==> config.mk <==
export PLATFORM = sky130hd
export DESIGN_NAME = regfile_access_ctrl
export DESIGN_NICKNAME = d
export VERILOG_FILES = /design/src/rtl/regfile_ctrl_pkg.sv /design/src/rtl/regfile_grant.sv /design/src/rtl/regfile_access_ctrl.sv
export SDC_FILE = /design/constraint.sdc
export NUM_CORES = 1
export LEC_CHECK = 0
export ABC_AREA = 1
export CORE_UTILIZATION = 25
export DETAILED_ROUTE_END_ITERATION = 8
export GPL_ROUTABILITY_DRIVEN = 1
export PLACE_DENSITY = 0.54
export SETUP_SLACK_MARGIN = 0.02
export SYNTH_ARGS = -nofsm -noshare
export SYNTH_HDL_FRONTEND = slang
export SYNTH_SLANG_ARGS = --single-unit
==> constraint.sdc <==
create_clock -name clk -period 4.4 [get_ports clk]
set_clock_uncertainty 0.05 [all_clocks]
set_input_delay 1.32 -clock clk [delete_from_list [all_inputs] [get_ports clk]]
set_output_delay 1.32 -clock clk [all_outputs]
set_load 0.03 [all_outputs]
==> src/rtl/regfile_ctrl_pkg.sv <==
// Shared types and constants for the basic_cpu register-file access controller.
package regfile_ctrl_pkg;

  localparam int DATA_W       = 16;
  localparam int REG_CNT      = 8;
  localparam int IDX_W        = 3;
  localparam int RF_REGNUM_W  = 8;
  localparam int INIT_CNT_W   = 4;
  localparam int WB_BURST_MAX = 4;
  localparam int BURST_W      = 3;

  localparam logic [IDX_W-1:0]  SP_REG   = 3'd6;
  localparam logic [DATA_W-1:0] SP_RESET = 16'h0800;

  typedef enum logic [2:0] {
    INIT,
    IDLE,
    WR,
    RDS,
    RDD,
    CAP,
    DONE
  } state_e;

endpackage

==> src/rtl/regfile_grant.sv <==
// IDLE-cycle grant decision between writeback and operand fetch, with a
// saturating burst counter that caps consecutive writes while a read waits.
module regfile_grant
  import regfile_ctrl_pkg::*;
(
  input  logic clk,
  input  logic rst,
  input  logic idle,
  input  logic wb_req,
  input  logic op_req,
  output logic grant_wr,
  output logic grant_rd
);

  logic [BURST_W-1:0] burst_q, burst_d;

  always_comb begin
    grant_wr = idle && wb_req && (!op_req || (burst_q < BURST_W'(WB_BURST_MAX)));
    grant_rd = idle && op_req && !grant_wr;

    burst_d = burst_q;
    if (!op_req || grant_rd) begin
      burst_d = '0;
    end else if (grant_wr && (burst_q != BURST_W'(WB_BURST_MAX))) begin
      burst_d = burst_q + BURST_W'(1);
    end
  end

  always_ff @(posedge clk) begin
    if (rst) begin
      burst_q <= '0;
    end else begin
      burst_q <= burst_d;
    end
  end

endmodule

==> src/rtl/regfile_access_ctrl.sv <==
// Single-port register-file sequencer: init sweep, writeback and two-read
// operand fetch, with forwarding of a pending write into the operand latches.
//
// state | meaning
// INIT  | post-reset sweep, writes R0..R7 (SP_REG gets SP_RESET)
// IDLE  | no access; grant decision taken here
// WR    | writeback to wb_regnum, wb_ack pulses
// RDS   | read op_src presented
// RDD   | read op_dst presented, src data latched
// CAP   | dst data latched
// DONE  | op_ack pulses, operand values valid
module regfile_access_ctrl
  import regfile_ctrl_pkg::*;
(
  input  logic                   clk,
  input  logic                   rst,
  input  logic                   wb_req,
  input  logic [IDX_W-1:0]       wb_regnum,
  input  logic [DATA_W-1:0]      wb_data,
  output logic                   wb_ack,
  input  logic                   op_req,
  input  logic [IDX_W-1:0]       op_src,
  input  logic [IDX_W-1:0]       op_dst,
  output logic                   op_ack,
  output logic [DATA_W-1:0]      op_srcval,
  output logic [DATA_W-1:0]      op_dstval,
  output logic [RF_REGNUM_W-1:0] rf_regnum,
  output logic                   rf_rw,
  output logic [DATA_W-1:0]      rf_datain,
  input  logic [DATA_W-1:0]      rf_dataout,
  output logic                   busy
);

  localparam int PAD_W = RF_REGNUM_W - IDX_W;

  state_e                 state_q, state_d;
  logic [INIT_CNT_W-1:0]  init_cnt_q, init_cnt_d;
  logic                   wb_ack_q, wb_ack_d;
  logic                   op_ack_q, op_ack_d;
  logic [DATA_W-1:0]      op_srcval_q, op_srcval_d;
  logic [DATA_W-1:0]      op_dstval_q, op_dstval_d;
  logic [DATA_W-1:0]      src_lat_q, src_lat_d;
  logic [RF_REGNUM_W-1:0] rf_regnum_q, rf_regnum_d;
  logic                   rf_rw_q, rf_rw_d;
  logic [DATA_W-1:0]      rf_datain_q, rf_datain_d;
  logic                   busy_q, busy_d;

  logic                   grant_wr, grant_rd;
  logic [DATA_W-1:0]      fwd_src, fwd_dst;

  regfile_grant u_grant (
    .clk      (clk),
    .rst      (rst),
    .idle     (state_q == IDLE),
    .wb_req   (wb_req),
    .op_req   (op_req),
    .grant_wr (grant_wr),
    .grant_rd (grant_rd)
  );

  // A write still waiting for its slot is older than the read being captured.
  assign fwd_src = (wb_req && (wb_regnum == op_src)) ? wb_data : rf_dataout;
  assign fwd_dst = (wb_req && (wb_regnum == op_dst)) ? wb_data : rf_dataout;

  // Outputs are registered for the state being entered, so each state's
  // outputs are visible for exactly the cycle spent in it.
  always_comb begin
    state_d     = state_q;
    init_cnt_d  = init_cnt_q;
    wb_ack_d    = 1'b0;
    op_ack_d    = 1'b0;
    op_srcval_d = op_srcval_q;
    op_dstval_d = op_dstval_q;
    src_lat_d   = src_lat_q;
    rf_regnum_d = rf_regnum_q;
    rf_rw_d     = 1'b0;
    rf_datain_d = rf_datain_q;
    busy_d      = 1'b1;

    case (state_q)
      INIT: begin
        if (init_cnt_q == INIT_CNT_W'(REG_CNT)) begin
          state_d = IDLE;
          busy_d  = 1'b0;
        end else begin
          rf_rw_d     = 1'b1;
          rf_regnum_d = {{PAD_W{1'b0}}, init_cnt_q[IDX_W-1:0]};
          rf_datain_d = (init_cnt_q[IDX_W-1:0] == SP_REG) ? SP_RESET : '0;
          init_cnt_d  = init_cnt_q + INIT_CNT_W'(1);
        end
      end
      IDLE: begin
        if (grant_wr) begin
          state_d     = WR;
          rf_rw_d     = 1'b1;
          rf_regnum_d = {{PAD_W{1'b0}}, wb_regnum};
          rf_datain_d = wb_data;
          wb_ack_d    = 1'b1;
        end else if (grant_rd) begin
          state_d     = RDS;
          rf_regnum_d = {{PAD_W{1'b0}}, op_src};
        end else begin
          busy_d = 1'b0;
        end
      end
      WR: begin
        state_d = IDLE;
        busy_d  = 1'b0;
      end
      RDS: begin
        state_d     = RDD;
        rf_regnum_d = {{PAD_W{1'b0}}, op_dst};
      end
      RDD: begin
        state_d   = CAP;
        src_lat_d = fwd_src;
      end
      CAP: begin
        state_d     = DONE;
        op_srcval_d = src_lat_q;
        op_dstval_d = fwd_dst;
        op_ack_d    = 1'b1;
      end
      DONE: begin
        state_d = IDLE;
        busy_d  = 1'b0;
      end
      default: begin
        state_d = IDLE;
        busy_d  = 1'b0;
      end
    endcase
  end

  always_ff @(posedge clk) begin
    if (rst) begin
      state_q     <= INIT;
      init_cnt_q  <= '0;
      wb_ack_q    <= 1'b0;
      op_ack_q    <= 1'b0;
      op_srcval_q <= '0;
      op_dstval_q <= '0;
      src_lat_q   <= '0;
      rf_regnum_q <= '0;
      rf_rw_q     <= 1'b0;
      rf_datain_q <= '0;
      busy_q      <= 1'b1;
    end else begin
      state_q     <= state_d;
      init_cnt_q  <= init_cnt_d;
      wb_ack_q    <= wb_ack_d;
      op_ack_q    <= op_ack_d;
      op_srcval_q <= op_srcval_d;
      op_dstval_q <= op_dstval_d;
      src_lat_q   <= src_lat_d;
      rf_regnum_q <= rf_regnum_d;
      rf_rw_q     <= rf_rw_d;
      rf_datain_q <= rf_datain_d;
      busy_q      <= busy_d;
    end
  end

  assign wb_ack    = wb_ack_q;
  assign op_ack    = op_ack_q;
  assign op_srcval = op_srcval_q;
  assign op_dstval = op_dstval_q;
  assign rf_regnum = rf_regnum_q;
  assign rf_rw     = rf_rw_q;
  assign rf_datain = rf_datain_q;
  assign busy      = busy_q;

endmodule

; After elaboration in Yosys (flattened, before gate mapping)
; Index checks and enable logic that the tools add are counted.
[classes]
addsub = 2
order_cmp = 1
n_eq_ne = 13
mux = 21
bitwise = 2
n_reduce_logical = 21
[ops]
columns = operator, count
row1 = $mux 16, 4
row2 = $pmux 16 s2, 1
row3 = $mux 8, 3
row4 = $pmux 8 s3, 1
row5 = $pmux 3 s5, 1
row6 = $mux 12, 1
row7 = $eq 3x3->1 const B, 3
row8 = $mux 3, 3
row9 = $logic_and 1x1->1, 7
row10 = $eq 3x3->1, 2
row11 = $ne 2x2->1 const B, 3
row12 = $ne 3x3->1 const B, 2
row13 = $reduce_and 3->1, 2
row14 = $mux 1, 5
row15 = $add 4x1->4 const B, 1
row16 = $eq 4x4->1 const B, 1
row17 = $reduce_and 2->1, 2
row18 = $reduce_or 2->1, 2
row19 = $add 3x1->3 const B, 1
row20 = $eq 3x1->1 const B, 1
row21 = $eq 3x2->1 const B, 1
row22 = $logic_not 3->1, 1
row23 = $lt 3x3->1 const B, 1
row24 = $pmux 1 s3, 1
row25 = 7 further kinds, 10
[word_totals]
regBits = 86
in_bits = 45
output_inout_bits = 60

; Depth between registers and ports, before layout
[logic_depth]
word_depth = 8
ltp_mapped = 10
mapped_depth_nobuf = 9

; Modules after synthesis
; A second synthesis with hierarchy kept.
[unflattened]
cells_unflattened = 564
area_unflattened_um2 = 3956.3
[by_module_without_submodules]
columns = module, n_inst, cells_per_inst, area_each_um2
row1 = regfile_access_ctrl, 1, 534, 3707.3
row2 = regfile_grant, 1, 30, 249.0

; Least setup slack after synthesis
; Ideal clock, no wire load.
[synth_path]
path_type = input to register
start = input port op_src[2]
end = register src_lat_q[10]
setup_ns = 0.109
arrival_ns = 2.164
t_required_ns = 4.241
slack_ns = 2.077
stages = 10
path_cell_list = inv_1 -> nand2_1 -> nand2_1 -> nor2_2 -> nand2_2 -> buf_2 -> nand2_1 -> nand3_1 -> nand2_1 -> inv_1
[synth_between]
elab_chain_cells = 3
[synth_lines]
columns = item, line
row1 = start: declaration, regfile_access_ctrl.sv:22  ; input logic [IDX_W-1:0] op_src,
row2 = $eq 3x3->1, regfile_access_ctrl.sv:62  ; assign fwd_src = (wb_req && (wb_regnum == op_src)) ? wb_data : rf_dataout;
row3 = $logic_and 1x1->1, regfile_access_ctrl.sv:62
row4 = $mux 16, regfile_access_ctrl.sv:62
row5 = end signal: assignment, regfile_access_ctrl.sv:155  ; src_lat_q <= src_lat_d;
row6 = end: declaration, regfile_access_ctrl.sv:42  ; logic [DATA_W-1:0] src_lat_q, src_lat_d;
; Every way passes these cells.
; A chain may end at the register's enable or synchronous reset.

; Worst setup path in the final report
[layout_path]
start = input port wb_regnum[2]
end = register src_lat_q[5]
[layout_between]
elab_chain_cells = 3
[layout_lines]
columns = item, line
row1 = start: declaration, regfile_access_ctrl.sv:18  ; input logic [IDX_W-1:0] wb_regnum,
row2 = $eq 3x3->1, regfile_access_ctrl.sv:62
row3 = $logic_and 1x1->1, regfile_access_ctrl.sv:62
row4 = $mux 16, regfile_access_ctrl.sv:62
; Every way passes these cells.

==> key figures <==
Detailed routing
  – Met1 WL: 5620 um
  – Final ANT Viol Nets: 0
  – Initial DRT Pass Iterations: 5
  – WL met3: 951 um
  – Avg Vias per Cell: 4.48
  – Final wirelength: 12000 um
  – DR WL/cell: 13.8 um
  – Met2 wire length: 5180 um
  – Via count: 3881
  – Top Metal Used: met4
  – Residual DRC: 0
  – Initial drt markers: 307

Timing
  – Worst-Margin Slew: 1.14 ns
  – Period Utilization, post-route: 72.6%
  – Final critical-path required period: 3.19 ns
  – Unrepaired setup endpoints after global routing: no
  – Pins Over Slew Limit: 0
  – Maximum clock rate: 313 MHz
  – Max-slew headroom: 23.7%
  – Final Hold Viols: 0
  – Final setup fails: 0
  – TNS Setup: 0 ns

Clock tree
  – CTS Hold Bufs: 0
  – Setup Fix Bufs, Post-CTS: 0
  – Post_cts resized: 0
  – Clock sink count: 81
  – Worst skew pair latency: 0.34 ns
  – CTS max path bufs: 2
  – CTS Buf Count: 9
  – CTS tree: built
  – Clk slew on worst S/H paths: 0.06 ns
  – Clock root buffer: clkbuf_16
  – H-tree Lvls: 3

Layout
  – Post-Layout Cell Count: 866
  – Synthesis-to-layout area growth: 36.8%
  – Register area: 1620 um2
  – Fillers: 1636
  – Share of cells above drive strength 1: 7.79%
  – ANT cells: 0
  – Nets@finish: 701
  – Area occupied by multi-input gates: 1930 um2

Global route
  – Largest net degree at the start of global routing: 50
  – Gr usage total: 15.2%
  – Initial antenna violation count: 0
  – First-pass GRT wire length: 19100 um
  – Global route overflow: 0
  – Vias in the first global route: 3708

Run status
  – Status: complete, no violations

Worst setup path
  – Critical Path RT: 4.59 ns
  – CP endpoint kind: flop
  – Buf/Inv on CP: 3
  – Crit path DAT: 3.39 ns
  – Crit path kind: in2reg
  – CP max stage delay: 0.57 ns
  – Critical path's slowest cell: nor2_2
  – Critical Path Most Common Cell: nand2_1
  – Top Family by Delay on Critical Path: simple AND/OR/NAND/NOR gates
  – Startpoint class of the critical path: input port
  – Critical-path cell list: clkdlybuf4s50_1 -> inv_2 -> nand2_1 -> nand2_1 -> nor2_2 -> nand2_2 -> nand2_1 -> nand3_1 -> nand2_1 -> inv_1
  – CP Max Fanout: 17
  – R2r setup slk: 2.19 ns

Floorplanning
  – Die Wd: 128 um
  – Row count: 45
  – Die area: 16300 um2
  – Chip height: 128 um
  – Top Ports: 105
  – Initial Utilization: 25.7%
  – Total core area: 15300 um2

Yosys
  – Async SR Flop Fraction: 0%
  – Top cells by count, synth: nand2_1, dfxtp_1, nand3_1, nor2_1, inv_1
  – Syn Area/Cell: 7.00 um2
  – Ys flop type: dfxtp_1
  – Mapped Cells: 563
  – Synth top area cells: dfxtp_1, nand2_1, nand3_1
  – Area share of the largest cell type after synthesis: 41.1%
  – Synth cell types: 28
  – Sequential-to-total area share from yosys stat: 41.1%
  – Synth area leader: dfxtp_1
  – Post-synth EDFFs: 0
  – Synthesis Warnings: 0
  – Top-count cell post-synth: nand2_1
  – Mapped Area: 3940 um2
  – Synthesized flop and latch total: 81

Placement
  – GPL Wtd Cong: 0.813
  – IO buf count: 99
  – Placed Cells: 851
  – Hpwl dp: 8680 um

Power
  – Leak pwr: 2.31 nW
  – Register share of total power: 43.5%
  – Clock network power share: 47.4%
  – Comb power frac: 9.1%
  – VDD IR max: 0.181 mV
  – Sw frac: 23.3%
  – P_int: 1.31 mW
  – Power consumption: 1.71 mW
  – Power density cells: 317 nW/um2
  – Switching pwr: 0.398 mW

Worst hold path
  – Hold WC Path Type: reg2reg

Job
  – Max Cap Viol: 0
==> power by group through the flow <==
stage	combinational [mW]	sequential, mW	clock [mW]
2_1_floorplan	0.0728	0.764	0
3_3_place_gp	0.153	0.759	0
3_5_place_dp	0.154	0.759	0
4_1_cts	0.155	0.743	0.833
5_1_grt	0.169	0.744	0.862
6_report	0.156	0.743	0.810
==> through the flow <==
stage | utilization (%) | hold WS (ns) | area [um2] | worst slack [ns]
after floorplan | - | 0.390 | 3960 | 2.08
after global placement | 33.2 | 0.406 | 5080 | 0.942
after detailed placement | 33.2 | 0.408 | 5080 | 0.846
after CTS | 35.2 | 0.420 | 5390 | 1.21
after global routing | 35.2 | 0.444 | 5390 | 0.928
final | 35.2 | 0.419 | 5390 | 1.21
==> routing by layer <==
metal / track usage [%] / vias up
met2: 23.0 / 126
li1: - / 1949
met5: 0 / -
met1: 20.1 / 1792
met3: 4.23 / 14
met4: 6.99 / 0
==> worst reg2reg max path: stages (launching register included) <==
cell and delay, ns:
dfxtp_1 0.41, inv_2 0.11, nand2_2 0.10, nor2_4 0.81, inv_2 0.35, nor2_1 0.21
nor2_1 0.06
==> kinds of logic (layout without fill, tap and decap cells) <==
family	count (synthesis)	after routing	share of synthesized area [%]
flops	81	81	41.1
compound gates	68	68	9.65
fa+ha+maj	5	5	1.59
other cells	1	5	0.0951
simple gates	314	314	36.8
buf+inv	94	182	10.7
==> placed cells by master, fill, tap and decap left out, types with 6 or more instances in the layout <==
cell / count
a21oi_1: 28
buf_4: 6
clkbuf_16: 9
clkdlybuf4s50_1: 99
dfxtp_1: 81
inv_1: 57
nand2_1: 125
nand3_1: 81
nand3_2: 10
nor2_1: 77
o21a_1: 16
o21ai_0: 24
==> final timing paths <==
kind / cells after the start / endpoint / startpoint
min: 2 / rf_datain[7] / rf_datain[7]
min reg2reg: 2 / rf_datain[7] / rf_datain[7]
max reg2reg: 6 / op_srcval[7] / state_q[1]
max: 10 / src_lat_q[5] / wb_regnum[2]
==> flip-flops by register name, indices dropped and copies added (netlist names) <==
register and flops:
op_dstval 16, op_srcval 16, rf_datain 16, src_lat_q 16
init_cnt_q 4, rf_regnum 3, state_q 3, u_grant.burst_q 3
busy 1, op_ack 1, rf_rw 1, wb_ack 1
==> cell type report <==
class / count / share of cell area [%]
Inverter: 62 / 4.36
Clock buffer: 12 / 4.57
Tap cell: 211 / 4.89
Timing Repair Buffer: 105 / 19.2
Clock inverter: 3 / 1.21
Multi-Input combinational cell: 392 / 35.7
Sequential cell: 81 / 30.1
No activity file was read; power rests on OpenSTA's default activity.
==> edit (same flow settings) <==
Change the package constant `RF_REGNUM_W` from 8 to 6.
--- a/src/rtl/regfile_ctrl_pkg.sv
+++ b/src/rtl/regfile_ctrl_pkg.sv
@@ -4,7 +4,7 @@
   localparam int DATA_W       = 16;
   localparam int REG_CNT      = 8;
   localparam int IDX_W        = 3;
-  localparam int RF_REGNUM_W  = 8;
+  localparam int RF_REGNUM_W  = 6;
   localparam int INIT_CNT_W   = 4;
   localparam int WB_BURST_MAX = 4;
   localparam int BURST_W      = 3;
Interface: changed (resized rf_regnum); port bits go from 105 to 103. The function was not compared with the original's and may differ.
==> edit against the unedited design <==
  * Die area is 0.38% lower
  * Maximum frequency grew 0.44%
  * Worst setup slack gained 14 ps
  * Sequential cell count did not move
  * Utilization fell by 0.067 points
  * Via count decreased by 0.41%
  * Global-route usage up 0.36 points
  * Sequential share of layout area rose by 0.17 points
  * Routed wire length increased by 0.45%
  * Hold slack worse by 6.5 ps
  * Final area decreased by 0.56%
  * Synthesized area is 0.38% lower
  * Power fell by 3.5%
  * Clock power decreased by 7.0%
==> edit: results (changes against the unedited design) <==
| Metric | Value |
|---|---|
| Cell types occupying the most area after synthesis | `dfxtp_1 41%, nand2_1 12%, nand3_1 10%` |
| Dpl cell area | `5067 um2 (-0.30%)` |
| Top FF cell, synth | `dfxtp_1` |
| Nets | `698 (-0.43%)` |
| Final setup margin | `1220 ps (+14.03 ps)` |
| Slew headroom | `22.27% (-1.4 points)` |
| Min-Delay Path Class | `reg -> reg` |
| CP max FO | `17 (unchanged)` |
| Worst hold endpoint | `rf_datain[15]$_SDFFE_PP0P_` |
| Hold wc startpoint | `rf_datain[15]$_SDFFE_PP0P_` |
| P per Cell Area | `307.4 nW/um2 (-3.0%)` |
| Async set-reset flop share out of synthesis | `0% (unchanged)` |
| GP Congestion | `0.8128 (about the same)` |
| Sw Pwr | `0.0003820 W (-4.0%)` |
| Seq/Total Area, Yosys | `41.29% (+0.16 points)` |
| Xor/xnor share of the synthesized area | `0% (unchanged)` |
| Flop pwr share | `45.1% (+1.6 points)` |
| VDD IR max | `149.4 uV (-17%)` |
| Fillers | `1628 (-0.49%)` |
| Distinct cell type count after synthesis | `28 (unchanged)` |
| Min-Delay Path Depth | `2 (unchanged)` |
| Largest net degree at the start of global routing | `50 (unchanged)` |
| Combinational share of power | `9.3% (+0.2 points)` |
| Vias in the first global route | `3854 (+3.9%)` |
| Status | `finished, final reports clean` |
| Final HPWL DP | `8854 um (+2.0%)` |
| Synthesized-area fraction occupied by adder cells | `1.593% (+0.0061 points)` |
| Clock slew at reported path FFs | `60 ps (about the same)` |
| DP Worst Slack | `873.8 ps (+27.48 ps)` |
| Critical path endpoint | `src_lat_q[1]$_SDFFE_PP0P_` |
| Synth Instances | `561 (-0.36%)` |
| R2r endpoint | `op_srcval[5]$_SDFFE_PP0P_` |
| Global-route wire length before repair | `19400 um (+1.7%)` |
| Wire per inst | `13.95 um (+0.80%)` |
| Synth Area in Compound Gates | `9.685% (+0.037 points)` |
| Placed cell count | `848 (-0.35%)` |
| Fin. max-slew vios | `0 (unchanged)` |
| First drt pass iteration count | `4 (-1)` |
| Fin cells | `863 (-0.35%)` |
| Longest Clk Path Bufs | `2 (unchanged)` |
| Clk Latency, worst-skew pair | `340 ps (about the same)` |
| Total Routing Usage GR | `15.58% (+0.36 points)` |
| Initial DRC Count | `164 (-47%)` |
| Vias/cell | `4.479 (about the same)` |
| Critical Path AT | `3370 ps (-20 ps)` |
| Layout cells sized above 1 | `7.822% (+0.036 points)` |
| R2R setup slack | `2100 ps (-90 ps)` |
| Leak | `2.294 nW (-0.69%)` |
| Critical path origin | `wb_regnum[2]` |
| R2R depth | `6 (unchanged)` |
| R2r startpoint | `state_q[1]$_SDFFE_PP0P_` |
edit: final cells by class:
type	instances	area [um2]	area share, %
inverter	62	235.2	4.385
sequential	81	1622	30.23
multi-input combinational	390	1918	35.76
clock buffer	12	256.5	4.782
tap	211	264.0	4.922
clock inverter	3	40.04	0.7464
timing repair buffer	104	1028	19.17
edit: layer usage:
layer	vias to the layer above	part of all wire [%]	track usage, %
met5	-	0	0
met4	0	1.6	5.672
met3	15	5.9	4.355
met2	110	46	25.78
met1	1793	46	19.28
li1	1947	-	-
edit: per-stage QoR:
stage | hold slack, ps | utilization [%]
floorplan | 390.1 | -
global placement | 405.0 | 33.21
detailed placement | 407.2 | 33.21
CTS | 417.5 | 35.15
global route | 434.7 | 35.15
finish | 412.5 | 35.15
edit: critical path, delay by kind of cell:
kind	cells	cell delay (ps)
buffers and inverters	3	620
AND/OR/NAND/NOR	7	1420
